$ cat config.mk
export PLATFORM = sky130hd
export DESIGN_NAME = uart_tx_flat
export DESIGN_NICKNAME = d
export VERILOG_FILES = /design/src/rtl/uart_tx_if.sv /design/src/rtl/uart_tx.sv /design/src/flat_wrapper.sv
export SDC_FILE = /design/constraint.sdc
export NUM_CORES = 1
export LEC_CHECK = 0
export ABC_CLOCK_PERIOD_IN_PS = 2100
export CELL_PAD_IN_SITES_DETAIL_PLACEMENT = 1
export CELL_PAD_IN_SITES_GLOBAL_PLACEMENT = 1
export CORE_ASPECT_RATIO = 1.1
export CORE_MARGIN = 2
export CORE_UTILIZATION = 40
export DETAILED_ROUTE_END_ITERATION = 10
export PLACE_DENSITY = 0.78
export SLEW_MARGIN = 20
export SYNTH_ARGS = -nofsm -noshare
export SYNTH_HDL_FRONTEND = slang
export SYNTH_SLANG_ARGS = --single-unit
$ cat constraint.sdc
create_clock -name clk -period 2.1 [get_ports clk]
set_input_delay 0.42 -clock clk [delete_from_list [all_inputs] [get_ports clk]]
set_output_delay 0.42 -clock clk [all_outputs]
set_load 0.02 [all_outputs]
$ cat src/rtl/uart_tx_if.sv
// Handshake bundle between a UART transmitter and its client: baud tick,
// start request and parallel data in; serial line and status flags out.
interface uart_tx_if #(
  parameter int data_wd = 8
);
  logic               i_tick;
  logic               i_tx_start;
  logic [data_wd-1:0] i_din;
  logic               o_tx;
  logic               o_tx_busy;
  logic               o_tx_done;

  modport master (
    output i_tick, i_tx_start, i_din,
    input  o_tx, o_tx_busy, o_tx_done
  );

  modport slave (
    input  i_tick, i_tx_start, i_din,
    output o_tx, o_tx_busy, o_tx_done
  );
endinterface

$ cat src/rtl/uart_tx.sv
// UART transmitter: start bit, LSB-first data, optional parity, stop bit(s), paced by a
// shared oversampling tick. Define UART_TX_TWO_STOP_EN for two stop bits per frame.
module uart_tx #(
  parameter int BAUD              = 9600,
  parameter int clk_freq          = 50_000_000,
  parameter int oversampling_rate = 16,
  parameter int data_wd           = 8,
  parameter int parity            = 1
) (
  input  logic     clk,
  input  logic     rst,
  uart_tx_if.slave bus
);

  localparam int TW = $clog2(oversampling_rate);
  localparam int BW = $clog2(data_wd + 1);
  localparam logic [TW-1:0] TICK_LAST  = TW'(oversampling_rate - 1);
  localparam logic [BW-1:0] BIT_LAST   = BW'(data_wd - 1);
  localparam bit            HAS_PARITY = (parity == 1) || (parity == 2);

  if (oversampling_rate < 2 || clk_freq < BAUD * oversampling_rate) begin : g_cfg_check
    $error("uart_tx: oversampling_rate must be >= 2 and clk_freq >= BAUD*oversampling_rate");
  end

  typedef enum logic [5:0] {
    S_IDLE   = 6'b000001,
    S_START  = 6'b000010,
    S_DATA   = 6'b000100,
    S_PARITY = 6'b001000,
    S_STOP   = 6'b010000,
    S_DONE   = 6'b100000
  } state_t;

  state_t             r_state;
  logic [data_wd-1:0] r_shift;
  logic               r_par_bit;
  logic [TW-1:0]      r_tick_count;
  logic [BW-1:0]      r_bit_index;
  logic               r_tx;
  logic               r_busy;
  logic               r_done;
`ifdef UART_TX_TWO_STOP_EN
  logic               r_stop_second;
`endif

  logic               w_in_bit;
  logic               w_bit_end;
  logic [data_wd-1:0] w_shift_next;

  assign w_in_bit     = (r_state == S_START) || (r_state == S_DATA) ||
                        (r_state == S_PARITY) || (r_state == S_STOP);
  assign w_bit_end    = w_in_bit && bus.i_tick && (r_tick_count == TICK_LAST);
  assign w_shift_next = r_shift >> 1;

  // NOTE: all state updates use <= so every register samples pre-edge values;
  // the async reset returns the line high the moment rst rises, even mid-frame.
  always_ff @(posedge clk or posedge rst) begin
    if (rst) begin
      r_state       <= S_IDLE;
      r_shift       <= '0;
      r_par_bit     <= 1'b0;
      r_tick_count  <= '0;
      r_bit_index   <= '0;
      r_tx          <= 1'b1;
      r_busy        <= 1'b0;
      r_done        <= 1'b0;
`ifdef UART_TX_TWO_STOP_EN
      r_stop_second <= 1'b0;
`endif
    end else begin
      r_done <= 1'b0;
      if (w_in_bit && bus.i_tick)
        r_tick_count <= w_bit_end ? '0 : r_tick_count + TW'(1);

      case (r_state)
        S_IDLE: begin
          r_tx   <= 1'b1;
          r_busy <= 1'b0;
          if (bus.i_tx_start) begin
            r_shift      <= bus.i_din;
            r_par_bit    <= (parity == 2) ? ^bus.i_din : ~^bus.i_din;
            r_tick_count <= '0;
            r_bit_index  <= '0;
            r_busy       <= 1'b1;
            r_tx         <= 1'b0;
            r_state      <= S_START;
          end
        end
        S_START: begin
          if (w_bit_end) begin
            r_bit_index <= '0;
            r_tx        <= r_shift[0];
            r_state     <= S_DATA;
          end
        end
        S_DATA: begin
          if (w_bit_end) begin
            r_shift     <= w_shift_next;
            r_bit_index <= r_bit_index + BW'(1);
            if (r_bit_index != BIT_LAST) begin
              r_tx <= w_shift_next[0];
            end else if (HAS_PARITY) begin
              r_tx    <= r_par_bit;
              r_state <= S_PARITY;
            end else begin
              r_tx    <= 1'b1;
              r_state <= S_STOP;
            end
          end
        end
        S_PARITY: begin
          if (w_bit_end) begin
            r_tx    <= 1'b1;
            r_state <= S_STOP;
          end
        end
        S_STOP: begin
          if (w_bit_end) begin
`ifdef UART_TX_TWO_STOP_EN
            // The first stop-bit boundary only arms the flag; the second ends the frame.
            if (!r_stop_second) begin
              r_stop_second <= 1'b1;
            end else begin
              r_stop_second <= 1'b0;
              r_done        <= 1'b1;
              r_busy        <= 1'b0;
              r_state       <= S_DONE;
            end
`else
            r_done  <= 1'b1;
            r_busy  <= 1'b0;
            r_state <= S_DONE;
`endif
          end
        end
        S_DONE: begin
          r_tx    <= 1'b1;
          r_state <= S_IDLE;
        end
        default: begin
          r_tx    <= 1'b1;
          r_busy  <= 1'b0;
          r_state <= S_IDLE;
        end
      endcase
    end
  end

  assign bus.o_tx      = r_tx;
  assign bus.o_tx_busy = r_busy;
  assign bus.o_tx_done = r_done;

endmodule

$ cat src/flat_wrapper.sv
// flat-port wrapper written by rule: the top's interface ports become plain ports
module uart_tx_flat 
#(
  parameter int BAUD              = 9600,
  parameter int clk_freq          = 50_000_000,
  parameter int oversampling_rate = 16,
  parameter int data_wd           = 8,
  parameter int parity            = 1
)
  (clk, rst, bus_i_tick, bus_i_tx_start, bus_i_din, bus_o_tx, bus_o_tx_busy, bus_o_tx_done);
  uart_tx_if #(.data_wd(data_wd)) bus_i ();
  input  logic clk;
  input  logic rst;
  input wire logic [$bits(bus_i.i_tick)-1:0] bus_i_tick;
  input wire logic [$bits(bus_i.i_tx_start)-1:0] bus_i_tx_start;
  input wire logic [$bits(bus_i.i_din)-1:0] bus_i_din;
  output wire logic [$bits(bus_i.o_tx)-1:0] bus_o_tx;
  output wire logic [$bits(bus_i.o_tx_busy)-1:0] bus_o_tx_busy;
  output wire logic [$bits(bus_i.o_tx_done)-1:0] bus_o_tx_done;
  assign bus_i.i_tick = bus_i_tick;
  assign bus_i.i_tx_start = bus_i_tx_start;
  assign bus_i.i_din = bus_i_din;
  assign bus_o_tx = bus_i.o_tx;
  assign bus_o_tx_busy = bus_i.o_tx_busy;
  assign bus_o_tx_done = bus_i.o_tx_done;
  uart_tx #(.BAUD(BAUD), .clk_freq(clk_freq), .oversampling_rate(oversampling_rate), .data_wd(data_wd), .parity(parity)) u_core (.clk(clk), .rst(rst), .bus(bus_i));
endmodule
==> results of run 1 <==
cell usage in the layout, fill, tap and decap left out, drive strengths merged, types with 2 or more instances in the layout:
master / Yosys / routed
dfrtp: 24 / 24
a21oi: 4 / 4
nor3: 2 / 2
mux2i: 4 / 4
nand4: 4 / 4
or3: 2 / 2
and4b: 2 / 2
or4b: 2 / 2
o31ai: 2 / 2
or2: 2 / 2
and3: 2 / 2
nand2: 12 / 12
a211oi: 3 / 3
nor4: 2 / 2
o21ai: 7 / 7
o211ai: 2 / 2
dfstp: 2 / 2
and4: 3 / 3
o22ai: 7 / 7
nor2: 22 / 22
clkdlybuf4s50: 0 / 14
xor2: 2 / 2
ha: 2 / 2
and2: 2 / 2
nand3: 6 / 6
inv: 3 / 3
buf: 3 / 15
xnor2: 8 / 8
clkbuf: 3 / 3
sequential cells by signal, indices dropped and copies added (netlist names):
register / flops
u_core.r_tick_count: 4
u_core.bus.o_tx_busy: 1
u_core.bus.o_tx_done: 1
u_core.r_bit_index: 4
u_core.r_shift: 8
u_core.r_state: 6
u_core.r_par_bit: 1
u_core.bus.o_tx: 1
area by class of cell:
type / instances / area, µm²
clock buffer: 3 / 22.52
clock inverter: 1 / 30.03
fill: 394 / 1582
inverter: 3 / 11.26
multi-input combinational: 115 / 758.2
sequential: 26 / 656.9
tap: 48 / 60.06
timing repair buffer: 29 / 265.3
worst max-delay path, stage by stage, from the launching register on:
cell and delay (ps):
sky130_fd_sc_hd__dfrtp_2 480, sky130_fd_sc_hd__or4b_4 560, sky130_fd_sc_hd__o211ai_4 150, sky130_fd_sc_hd__nand3_4 130
sky130_fd_sc_hd__or3_1 390, sky130_fd_sc_hd__a211oi_2 210
layer usage:
metal  global-route usage  up-vias  share of wire  wire (µm)
li1                     -      604              -          -
met3              0.01942        6          0.024         88
met5                    0        -              0          0
met1               0.2552      630           0.41       1517
met4              0.07609        0          0.016         60
met2               0.3551       21           0.55       2010
cells by family (layout without fill, tap and decap cells):
| family | after synthesis | in the layout | synth area share |
|---|---|---|---|
| buffers and inverters | 9 | 36 | 0.03035 |
| muxes | 4 | 4 | 0.02775 |
| adders and majority gates | 2 | 2 | 0.01734 |
| DFF | 26 | 26 | 0.4527 |
| and+or+nand+nor | 67 | 67 | 0.2567 |
| AOI/OAI and AO/OA | 32 | 32 | 0.1544 |
| xor gates and xnor gates | 10 | 10 | 0.06072 |
worst paths after layout:
kind                                               start                               end  slack [ps]  cells past startpoint
hold / removal                                       rst      u_core.r_par_bit$_DFFE_PP0P_         440                      3
setup reg to reg           u_core.r_state[1]$_DFFE_PP0P_  u_core.r_tick_count[3]$_DFF_PP0_          90                      5
hold reg to reg             u_core.r_par_bit$_DFFE_PP0P_      u_core.r_par_bit$_DFFE_PP0P_         520                      2
min in group clk            u_core.r_par_bit$_DFFE_PP0P_      u_core.r_par_bit$_DFFE_PP0P_         520                      2
setup / recovery           u_core.r_state[1]$_DFFE_PP0P_  u_core.r_tick_count[3]$_DFF_PP0_          90                      5
max in group asynchronous                            rst     u_core.r_state[0]$_DFFE_PP1P_        1350                      3
power by group through the flow:
| stage | logic, W | registers [W] | clock network (W) |
|---|---|---|---|
| final | 0.000865 | 0.000770 | 0.000353 |
| after global routing | 0.000957 | 0.000784 | 0.000377 |
| after global placement | 0.000723 | 0.000764 | 0 |
| after floorplan | 0.000526 | 0.000747 | 0 |
| after detailed placement | 0.000755 | 0.000776 | 0 |
| after CTS | 0.000763 | 0.000766 | 0.000365 |
Yosys cell counts, types with 2 or more instances:
master / number / area share
sky130_fd_sc_hd__a211oi_1: 2 / 0.010
sky130_fd_sc_hd__a21oi_1: 4 / 0.014
sky130_fd_sc_hd__and2_1: 2 / 0.0087
sky130_fd_sc_hd__and3_1: 2 / 0.0087
sky130_fd_sc_hd__and4_1: 3 / 0.018
sky130_fd_sc_hd__and4b_1: 2 / 0.014
sky130_fd_sc_hd__buf_2: 2 / 0.0069
sky130_fd_sc_hd__clkbuf_1: 3 / 0.0078
sky130_fd_sc_hd__dfrtp_1: 24 / 0.42
sky130_fd_sc_hd__dfstp_2: 2 / 0.036
sky130_fd_sc_hd__ha_1: 2 / 0.017
sky130_fd_sc_hd__inv_1: 3 / 0.0078
sky130_fd_sc_hd__mux2i_1: 4 / 0.028
sky130_fd_sc_hd__nand2_1: 11 / 0.029
sky130_fd_sc_hd__nand3_1: 5 / 0.017
sky130_fd_sc_hd__nand4_1: 4 / 0.017
sky130_fd_sc_hd__nor2_1: 22 / 0.057
sky130_fd_sc_hd__nor3_1: 2 / 0.0069
sky130_fd_sc_hd__nor4_1: 2 / 0.0087
sky130_fd_sc_hd__o21ai_0: 5 / 0.017
sky130_fd_sc_hd__o21ai_1: 2 / 0.0069
sky130_fd_sc_hd__o22ai_1: 7 / 0.030
sky130_fd_sc_hd__o31ai_1: 2 / 0.010
sky130_fd_sc_hd__or3_1: 2 / 0.0087
sky130_fd_sc_hd__xnor2_1: 8 / 0.049
sky130_fd_sc_hd__xor2_1: 2 / 0.012
stage by stage:
step           hold slack, ps    util  std cells
6_report                439.8  0.5329        225
3_3_place_gp            469.1  0.5022        218
4_1_cts                 433.5  0.5177        222
3_5_place_dp            493.1  0.5022        218
2_1_floorplan           449.2       -        150
5_1_grt                 472.0  0.5329        225
what timing repair did:
action,CTS,global route
endpoints found under the setup margin,0,1
gates resized for setup,0,5
buffers inserted,0,3
==> flow_metrics.env, run 1 <==
export IMPL_outcome="finished clean"
export IMPL_slew_limit_headroom=0.6954
export IMPL_cts_htree_levels=1
export IMPL_floorplan_rows=22
export IMPL_grt_start_max_net_pins=27
export IMPL_syn_to_final_growth_pct=25.06
export IMPL_tns_ps=0
export IMPL_asyncSetResetFlopFracSynth=1.000
export IMPL_synth_yosys_seq_area_share=0.4527
export IMPL_final_hold_violation_count=0
export IMPL_cellPowerDensity_nw_per_um2=1102
export IMPL_clock_latency_ps=340
export IMPL_skew_ps=14.85
export IMPL_cts_root_to_sink_buffers=2
export IMPL_hold_buffers=0
export IMPL_min_delay_path_class="in2async"
export IMPL_dr_total_vias=1261
export IMPL_cts_sinks=26
export IMPL_synth_edff_count=0
export IMPL_port_buffers=14
export IMPL_critical_path_arrival_ps=2270
export IMPL_io_pins=15
export IMPL_clock_root_buffer="sky130_fd_sc_hd__clkbuf_4"
export IMPL_clock_tree_from_tritoncts="built"
export IMPL_dpl_worst_slack_ps=45.01
export IMPL_die_w_um=61.26
export IMPL_drtAntennaViolNets=0
export IMPL_netlist_instances=150
export IMPL_slew_viol_final=0
export IMPL_detail_route_drc_violations=0
export IMPL_total_switching_power_w=0.0007380
export IMPL_floorplan_die_area_um2=4104
export IMPL_grt_util_all_layers=0.2043
export IMPL_yosys_register_bits=26
export IMPL_wire_per_inst_um=16.33
export IMPL_worst_margin_pin_slew_ps=453.5
export IMPL_timing_critical_path_required_ps=2360
export IMPL_post_synth_instance_area_um2=1443
export IMPL_combPwrFrac=0.435
export IMPL_timing_fmax_mhz=496.6
export IMPL_cts_reportedPaths_clkPinSlew_ps=150
export IMPL_postPlaceCellArea_um2=1700
export IMPL_power_leakage_nw=0.7789
export IMPL_start_util=0.4261
export IMPL_critical_path_class="reg2reg"
export IMPL_final_period_utilization=0.9590
export IMPL_critPathMaxFanout=9
export IMPL_routed_wirelength_um=3675
export IMPL_yosysWarningCount=0
export IMPL_die_height_um=66.99
export IMPL_drt_first_pass_iters=4
export IMPL_period_minus_slack_ps=2014
export IMPL_synth_nets=164
export IMPL_antennaDiodeCount=0
export IMPL_fin_area_um2=1804
export IMPL_power_share_clock=0.178
export IMPL_postSynthAreaPerCell_um2=9.618
export IMPL_worst_setup_path_start_kind="flop"
export IMPL_final_setup_viol_count=0
export IMPL_grt_antenna_before_repair=0
export IMPL_synth_main_ff_cell="sky130_fd_sc_hd__dfrtp_1"
export IMPL_place_hpwl_um=2696
export IMPL_power_share_switching=0.3711
export IMPL_grt_first_pass_wirelength_um=6237
export IMPL_global_route_overflow_total=0
export IMPL_cap_violations=0
export IMPL_routability_congestion_estimate_from_global_placement=0.8641
export IMPL_viasPerCell=5.604
export IMPL_netlist_cell_type_count=47
export IMPL_setup_ws_ps=86.10
export IMPL_vdd_ir_drop_worst_uv=557.1
export IMPL_post_route_cells_drive_above_1_share=0.1751
export IMPL_fin_nets=192
export IMPL_finalPower_w=0.001989
export IMPL_power_report_internal_total_w=0.001251
export IMPL_cts_made_buffers=3
export IMPL_grt_pass1_vias=1344
export IMPL_core_area_um2=3386
export IMPL_drt_iter0_markers=71
export IMPL_setup_worst_path_end_class="flop"
export IMPL_share_seq_of_total_power=0.387
Power figures use the tool's default switching activity.
==> run 2, diff against run 1 <==
Settings changed: CELL_PAD_IN_SITES_DETAIL_PLACEMENT 1 to 0.
==> run 2 against run 1 <==
Compared with the run above:
- non-clock buffer count decreased by 3
- total power decreased by 12%
- sequential share of layout area increased by 1.2 points
- cell area decreased by 3.7%
- flip-flop and latch count unchanged
- largest cell class unchanged
- clock skew decreased by 7.2 ps
- sequential power decreased by 0.5%
- via count decreased by 4.0%
- routed wire length decreased by 18%
==> flow_metrics.env, run 2 (synthesized netlist as in run 1, its figures left out) <==
export IMPL_outcome="finished clean"
export IMPL_finalPower_w=0.001754
export IMPL_clock_latency_ps=320
export IMPL_drtAntennaViolNets=0
export IMPL_cts_setup_buffers=0
export IMPL_power_leakage_nw=0.7536
export IMPL_maximum_single_stage_delay_on_the_critical_path_ps=550
export IMPL_final_hold_violation_count=0
export IMPL_dr_total_vias=1211
export IMPL_place_hpwl_um=2337
export IMPL_slew_limit_headroom=0.6881
export IMPL_antennaDiodeCount=0
export IMPL_slew_viol_final=0
export IMPL_cts_reportedPaths_clkPinSlew_ps=150
export IMPL_skew_ps=7.601
export IMPL_die_height_um=66.99
export IMPL_period_minus_slack_ps=2033
export IMPL_core_area_um2=3386
export IMPL_worst_setup_path_start_kind="flop"
export IMPL_timing_fmax_mhz=491.9
export IMPL_grt_first_pass_wirelength_um=5181
export IMPL_largest_registers="u_core.r_shift (8), u_core.r_state (6)"
export IMPL_place_detailed_instances=218
export IMPL_final_period_utilization=0.9680
export IMPL_grt_antenna_before_repair=0
export IMPL_grt_util_all_layers=0.1655
export IMPL_timing_critical_path_required_ps=2350
export IMPL_detail_route_drc_violations=0
export IMPL_critPathMaxFanout=10
export IMPL_vdd_ir_drop_worst_uv=423.1
export IMPL_floorplan_die_area_um2=4104
export IMPL_io_pins=15
export IMPL_clock_root_buffer="sky130_fd_sc_hd__clkbuf_4"
export IMPL_post_route_cells_drive_above_1_share=0.1437
export IMPL_rsz0062_at_grt="false"
export IMPL_finish_cell_count_without_fillers=222
export IMPL_cellPowerDensity_nw_per_um2=1009
export IMPL_grt_start_max_net_pins=27
export IMPL_worst_margin_pin_slew_ps=465.0
export IMPL_cap_violations=0
export IMPL_fin_area_um2=1738
export IMPL_wire_per_inst_um=13.65
export IMPL_hold_buffers=0
export IMPL_cts_htree_levels=1
export IMPL_final_setup_viol_count=0
export IMPL_routed_wirelength_um=3031
export IMPL_r2r_setup_slack_ps=70
export IMPL_viasPerCell=5.455
export IMPL_most_common_cell_after_layout_fill_and_taps_aside="sky130_fd_sc_hd__dfrtp_1"
export IMPL_mostFrequentLayoutCells="sky130_fd_sc_hd__dfrtp_1, sky130_fd_sc_hd__nor2_1, sky130_fd_sc_hd__clkdlybuf4s50_1, sky130_fd_sc_hd__buf_4, sky130_fd_sc_hd__nand2_1"
export IMPL_cts_root_to_sink_buffers=2
export IMPL_global_route_overflow_total=0
export IMPL_timing_critical_path_slowest_stage_cell="sky130_fd_sc_hd__or4b_4"
export IMPL_worst_path_dominant_cell_family="simple AND/OR/NAND/NOR gates"
export IMPL_drt_iter0_markers=100
export IMPL_path_cells="or4b_4, o211ai_2, nand3_4, or3_1, a211oi_2"
export IMPL_setup_worst_path_end_class="flop"
export IMPL_cts_sinks=26
export IMPL_critical_path_arrival_ps=2280
export IMPL_grt_pass1_vias=1221
export IMPL_number_of_flip_flops_in_the_largest_register=8
export IMPL_critical_path_class="reg2reg"
export IMPL_worst_path_buf_inv=0
export IMPL_die_w_um=61.26
export IMPL_start_util=0.4261
export IMPL_fin_nets=189
export IMPL_syn_to_final_growth_pct=20.47
export IMPL_cts_made_buffers=3
export IMPL_post_cts_resized=0
export IMPL_postPlaceCellArea_um2=1700
export IMPL_routability_congestion_estimate_from_global_placement=0.8641
export IMPL_tns_ps=0
export IMPL_port_buffers=14
export IMPL_min_delay_path_class="in2async"
export IMPL_largest_register="u_core.r_shift"
export IMPL_drt_first_pass_iters=4
export IMPL_floorplan_rows=22
export IMPL_clock_tree_from_tritoncts="built"
run 2: cell count changes in the layout (fill, tap and decap cells not counted):
cell                        previous run  this run
sky130_fd_sc_hd__buf_12                1         0
sky130_fd_sc_hd__bufinv_16             1         0
sky130_fd_sc_hd__or4b_4                2         1
sky130_fd_sc_hd__clkbuf_8              0         1
sky130_fd_sc_hd__buf_4                14        12
sky130_fd_sc_hd__dfrtp_1              21        23
sky130_fd_sc_hd__dfrtp_2               3         1
sky130_fd_sc_hd__o211ai_4              1         0
sky130_fd_sc_hd__o211ai_2              0         1
sky130_fd_sc_hd__or4b_1                0         1
run 2: worst paths after layout:
check / from / to / cells past startpoint
hold reg to reg: u_core.r_par_bit$_DFFE_PP0P_ / u_core.r_par_bit$_DFFE_PP0P_ / 2
max in group asynchronous: rst / u_core.bus.o_tx$_DFFE_PP1P_ / 3
setup reg to reg: u_core.r_state[1]$_DFFE_PP0P_ / u_core.r_tick_count[3]$_DFF_PP0_ / 5
hold / removal: rst / u_core.r_shift[4]$_DFFE_PP0P_ / 3
min in group clk: u_core.r_par_bit$_DFFE_PP0P_ / u_core.r_par_bit$_DFFE_PP0P_ / 2
setup / recovery: u_core.r_state[1]$_DFFE_PP0P_ / u_core.r_tick_count[3]$_DFF_PP0_ / 5
run 2: tightest hold or removal path, cell delays in order:
cell and delay, ps:
sky130_fd_sc_hd__clkdlybuf4s50_1 390, sky130_fd_sc_hd__inv_1 50, sky130_fd_sc_hd__buf_4 310
run 2: metal layers:
metal,routed length (µm),track usage
met1,1344,0.1971
met2,1544,0.2979
met3,91,0.02136
met4,51,0.05435
met5,0,0
run 2: report_power, final:
part           total (W)  switching (W)  internal [W]
sequential      0.000766       0.000114      0.000652
clock           0.000256       0.000150      0.000106
combinational   0.000732       0.000404      0.000327
run 2: area by class of cell:
| cell class | instances | area [µm²] |
|---|---|---|
| flip-flops and latches | 26 | 654.4 |
| clock buffers | 4 | 36.28 |
| inverters | 3 | 11.26 |
| well taps | 48 | 60.06 |
| multi-input cells | 115 | 745.7 |
| repair buffers | 26 | 230.2 |
| fillers | 330 | 1648 |
run 2: through the flow:
step / utilization / hold WS, ps / setup WS [ps]
after floorplan: - / 449.2 / 168.0
after global placement: 0.5022 / 469.1 / 107.5
after detailed placement: 0.5022 / 474.2 / 84.04
after CTS: 0.5129 / 440.4 / 54.13
after global routing: 0.5133 / 472.3 / 3.224
final: 0.5133 / 429.9 / 67.20
==> edit 1: new RTL, flow settings as in run 1 <==
Build with the macro `UART_TX_TWO_STOP_EN` defined.
--- a/src/rtl/uart_tx.sv
+++ b/src/rtl/uart_tx.sv
@@ -1,5 +1,7 @@
 // UART transmitter: start bit, LSB-first data, optional parity, stop bit(s), paced by a
 // shared oversampling tick. Define UART_TX_TWO_STOP_EN for two stop bits per frame.
+`define UART_TX_TWO_STOP_EN
+
 module uart_tx #(
   parameter int BAUD              = 9600,
   parameter int clk_freq          = 50_000_000,
Behaviour: same outputs for any inputs over 10 cycles, from zero or initial values and one cycle with rst high; that may be too few to reach the edited logic, so the function may still have changed.
==> edit 1 against run 1 <==
- sequential share of layout area rose by 0.77 points
- total power rose by 0.34%
- worst setup slack improved by 0.078 ns
- final area rose by 1.1%
- utilization fell by 6.6 points
- hold slack improved by 0.050 ns
- sequential power rose by 11%
- area after synthesis rose by 12%
- routed wire length fell by 7.1%
- global-route usage fell by 3.6 points
- sequential cell count rose by 1
- largest cell class unchanged
==> edit 1: results (changes against run 1) <==
ys_seq_area_share_pct: 42.1  # -3.1 points
slowest_delay_ns: 0.65  # +0.09 ns
fill_cells: 458  # +16%
worstPathMaxFanout: 10  # +1
buf_share_pct: 9.33  # -5.4 points
seq-power_uw: 858  # +11%
dp_hpwl_um: 2560  # -5.0%
nFlopsAndLatches: 27  # +3.8%
dr_wl_met2_um: 1780  # -11%
internal_power_uw: 1180  # -5.4%
multi_input_area_share_pct: 46.4  # +4.4 points
final_area_mm2: 0.00182  # +1.1%
clkbuf_count: 4  # +1
synth_commonest_cells: "dfrtp_1 (25), nor2_1 (17), mux2i_1 (8), o21ai_0 (8)"
dp.cells: 214  # -1.8%
gp_congestion: 0.865  # about the same
synthCells: 151  # +0.67%
power_density_mw_per_mm2: 1090  # -0.76%
cp_slowest_cell: "dfrtp_1"
multiInputCombCellCount: 112  # -2.6%
synth_cell_types: 51  # +8.5%
status: "finished clean"
fin_skew_ns: 0.00656  # -0.00829 ns
met2_usage_pct: 30.1  # -5.4 points
viasPerCell: 5.55  # -0.96%
track_usage_pct: 16.9  # -3.6 points
cts-root-buf: "clkbuf_8"
leakage_uw: 0.000815  # +4.7%
synth-compound-area-share_pct: 15.5  # +0.036 points
nets: 181  # -5.7%
edit 1: worst paths after layout:
path | from | endpoint | slack, ns | cells after the start
min in group clk | u_core.bus.o_tx_busy$_DFFE_PP0P_ | u_core.bus.o_tx_busy$_DFFE_PP0P_ | 0.49 | 1
worst max register to register | u_core.r_state[2]$_DFFE_PP0P_ | u_core.r_state[2]$_DFFE_PP0P_ | 0.16 | 5
worst max-delay path | u_core.r_state[2]$_DFFE_PP0P_ | u_core.r_state[2]$_DFFE_PP0P_ | 0.16 | 5
worst min register to register | u_core.bus.o_tx_busy$_DFFE_PP0P_ | u_core.bus.o_tx_busy$_DFFE_PP0P_ | 0.49 | 1
max in group asynchronous | rst | u_core.bus.o_tx$_DFFE_PP1P_ | 1.30 | 3
worst min-delay path | rst | u_core.r_tick_count[0]$_DFF_PP0_ | 0.49 | 3
edit 1: worst reg2reg max path, stage by stage (launching register included):
cell	delay, ns
dfrtp_1	0.65
xnor2_2	0.15
o32ai_4	0.35
nand3_1	0.21
nand3_2	0.16
mux2_1	0.32
==> edit 2: new RTL, flow settings as in run 1 <==
Without the edit above. Encoding of `state_t`: now Gray code (3 bits for 6 states).
--- a/src/rtl/uart_tx.sv
+++ b/src/rtl/uart_tx.sv
@@ -22,13 +22,13 @@
     $error("uart_tx: oversampling_rate must be >= 2 and clk_freq >= BAUD*oversampling_rate");
   end
 
-  typedef enum logic [5:0] {
-    S_IDLE   = 6'b000001,
-    S_START  = 6'b000010,
-    S_DATA   = 6'b000100,
-    S_PARITY = 6'b001000,
-    S_STOP   = 6'b010000,
-    S_DONE   = 6'b100000
+  typedef enum logic [2:0] {
+    S_IDLE   = 3'b000,
+    S_START  = 3'b001,
+    S_DATA   = 3'b011,
+    S_PARITY = 3'b010,
+    S_STOP   = 3'b110,
+    S_DONE   = 3'b111
   } state_t;
 
   state_t             r_state;
Check against the original RTL: no difference found for any inputs over 10 cycles, from zero or initial values and one cycle with rst high; not proved beyond that.
==> edit 2 against run 1 <==
- largest cell class unchanged
- first-iteration DRC count is 66% lower
- area after synthesis is 8.2% lower
- critical path type unchanged
- worst setup slack better by 0.085 ns
- sequential cell count is 3 lower
- final area is 15% lower
- total power is 27% lower
- the run now ends with DRC left
- routed wire length is 26% lower
- sequential share of layout area is 1.2 points higher
==> edit 2: results (changes against run 1) <==
status: "complete, but fails checks"
violations: "DRC"
critPathArrivalTime_ns: 2.15  # -0.12 ns
clk_pin_slew_ns: 0.13  # -0.02 ns
dr_total_vias: 940  # -25%
place_area_mm2: 0.00151  # -11%
fin_skew_ns: 0.0105  # -0.00438 ns
gp_congestion: 0.757  # -12%
grt_max_degree: 24  # -11%
dr.pass1.iters: 7  # +3
r2r_slack_ns: 0.17  # +0.08 ns
drive_gt1_share_pct: 21.8  # +4.3 points
largest_registers: "u_core.r_shift: 8 flops, u_core.r_bit_index: 4 flops, u_core.r_tick_count: 4 flops"
synth.area.mux_share_pct: 17.8  # +15 points
antenna_found_initial: 0  # unchanged
numCtsBuffers: 3  # unchanged
track_usage_pct: 17.3  # -3.1 points
yosysWarnings: 0  # unchanged
grt_first_pass_wirelength_um: 4880  # -22%
async_flop_share_pct: 100  # unchanged
synth.net_count: 128  # -22%
grt_pass1_vias: 1047  # -22%
critPathKind: "flop to flop"
synth_area_leaders: "dfrtp_1 (42%), mux2_4 (14%), xnor2_1 (4.6%)"
insertion_delay_ns: 0.33
synth_commonest_cells: "dfrtp_1 (22), mux2_4 (12), o21ai_0 (9), nand2_1 (8)"
ys_seq_area_share_pct: 43.6  # -1.7 points
pre_cts_slack_ns: 0.114  # +0.0688 ns
dp_hpwl_um: 2080  # -23%
synthAdderAreaFrac_pct: 1.89  # +0.16 points
crit_path_end: "u_core.r_shift[1]$_DFFE_PP0P_"
clockBufferDepth: 2  # unchanged
drc_errors: 2  # +2
wl_um: 2710  # -26%
cts-root-buf: "clkbuf_4"
drtIter0Drc: 24  # -66%
fin_crit_sh_pct: 91.9  # -4.0 points
ir_worst_vdd_mv: 0.348  # -38%
synth_xor_area_share_pct: 5.29  # -0.78 points
leakage_uw: 0.000645  # -17%
max-slew-margin-rel_pct: 72.1  # +2.6 points
cts.repair.resized: 0  # unchanged
synth-compound-area-share_pct: 10.6  # -4.9 points
htreeDepth: 1  # unchanged
worstPathMaxFanout: 8  # -1
nets: 148  # -23%
synth_cell_types: 35  # -26%
r2r-start: "u_core.r_tick_count[0]$_DFF_PP0_"
edit 2: cell types whose count changed in the layout (fill, tap and decap cells not counted), sizes merged, moves of 3 or more:
cell | before | now
a211oi | 3 | 0
and4 | 3 | 0
buf | 15 | 5
mux2 | 0 | 16
mux2i | 4 | 1
nand2 | 12 | 8
nand3 | 6 | 3
nor2 | 22 | 7
o22ai | 7 | 1
edit 2: how the worst min path moves through the flow:
stage                                            startpoint                           endpoint  slack (ns)
after global routing                                    rst  u_core.r_bit_index[1]$_DFFE_PP0P_        0.46
after CTS                                               rst  u_core.r_bit_index[0]$_DFFE_PP0P_        0.42
after global placement    u_core.r_bit_index[3]$_DFFE_PP0P_  u_core.r_bit_index[3]$_DFFE_PP0P_        0.45
after detailed placement  u_core.r_bit_index[3]$_DFFE_PP0P_  u_core.r_bit_index[3]$_DFFE_PP0P_        0.47
final                                                   rst      u_core.r_shift[3]$_DFFE_PP0P_        0.42
after floorplan                                         rst   u_core.bus.o_tx_busy$_DFFE_PP0P_        0.42
edit 2: power breakdown:
part           switching (uW)  internal (uW)  total [uW]
logic                     250            332         582
clock network             138           74.6         213
registers                91.0            574         665
total                     479            981        1460
edit 2: stage by stage:
step / total power (uW) / cells
floorplan: 1130 / 114
finish: 1460 / 167
global route: 1560 / 167
global placement: 1230 / 163
detailed placement: 1270 / 163
CTS: 1480 / 167
edit 2: worst max-delay path, cell delays in order, from the launching register on:
cell and delay [ns]:
dfrtp_1 0.43, ha_1 0.21, and3_1 0.30, nand4_4 0.18, o21bai_4 0.36, mux2_4 0.33
edit 2: cells by family (layout without fill, tap and decap cells):
family | Yosys count | after routing
AO/OA/AOI/OAI | 22 | 22
flip-flops | 23 | 23
adder cells (fa/ha/maj) | 2 | 2
AND/OR/NAND/NOR | 36 | 36
multiplexers | 17 | 17
buffers and inverters | 6 | 25
XOR/XNOR | 8 | 8
edit 2: cell type report:
type                       instances  area, um2
fill                             354       1570
sequential                        23        577
clock buffer                       4       26.3
tap                               34       42.5
inverter                           2       7.51
timing repair buffer              19        178
multi-input combinational         85        704
edit 2: layer usage:
metal	global-route usage (%)	part of all wire [%]	up-vias
met5	0	0	-
li1	-	-	448
met1	19.8	42	470
met4	8.52	2.1	0
met2	30.7	52	17
met3	2.43	3.1	5
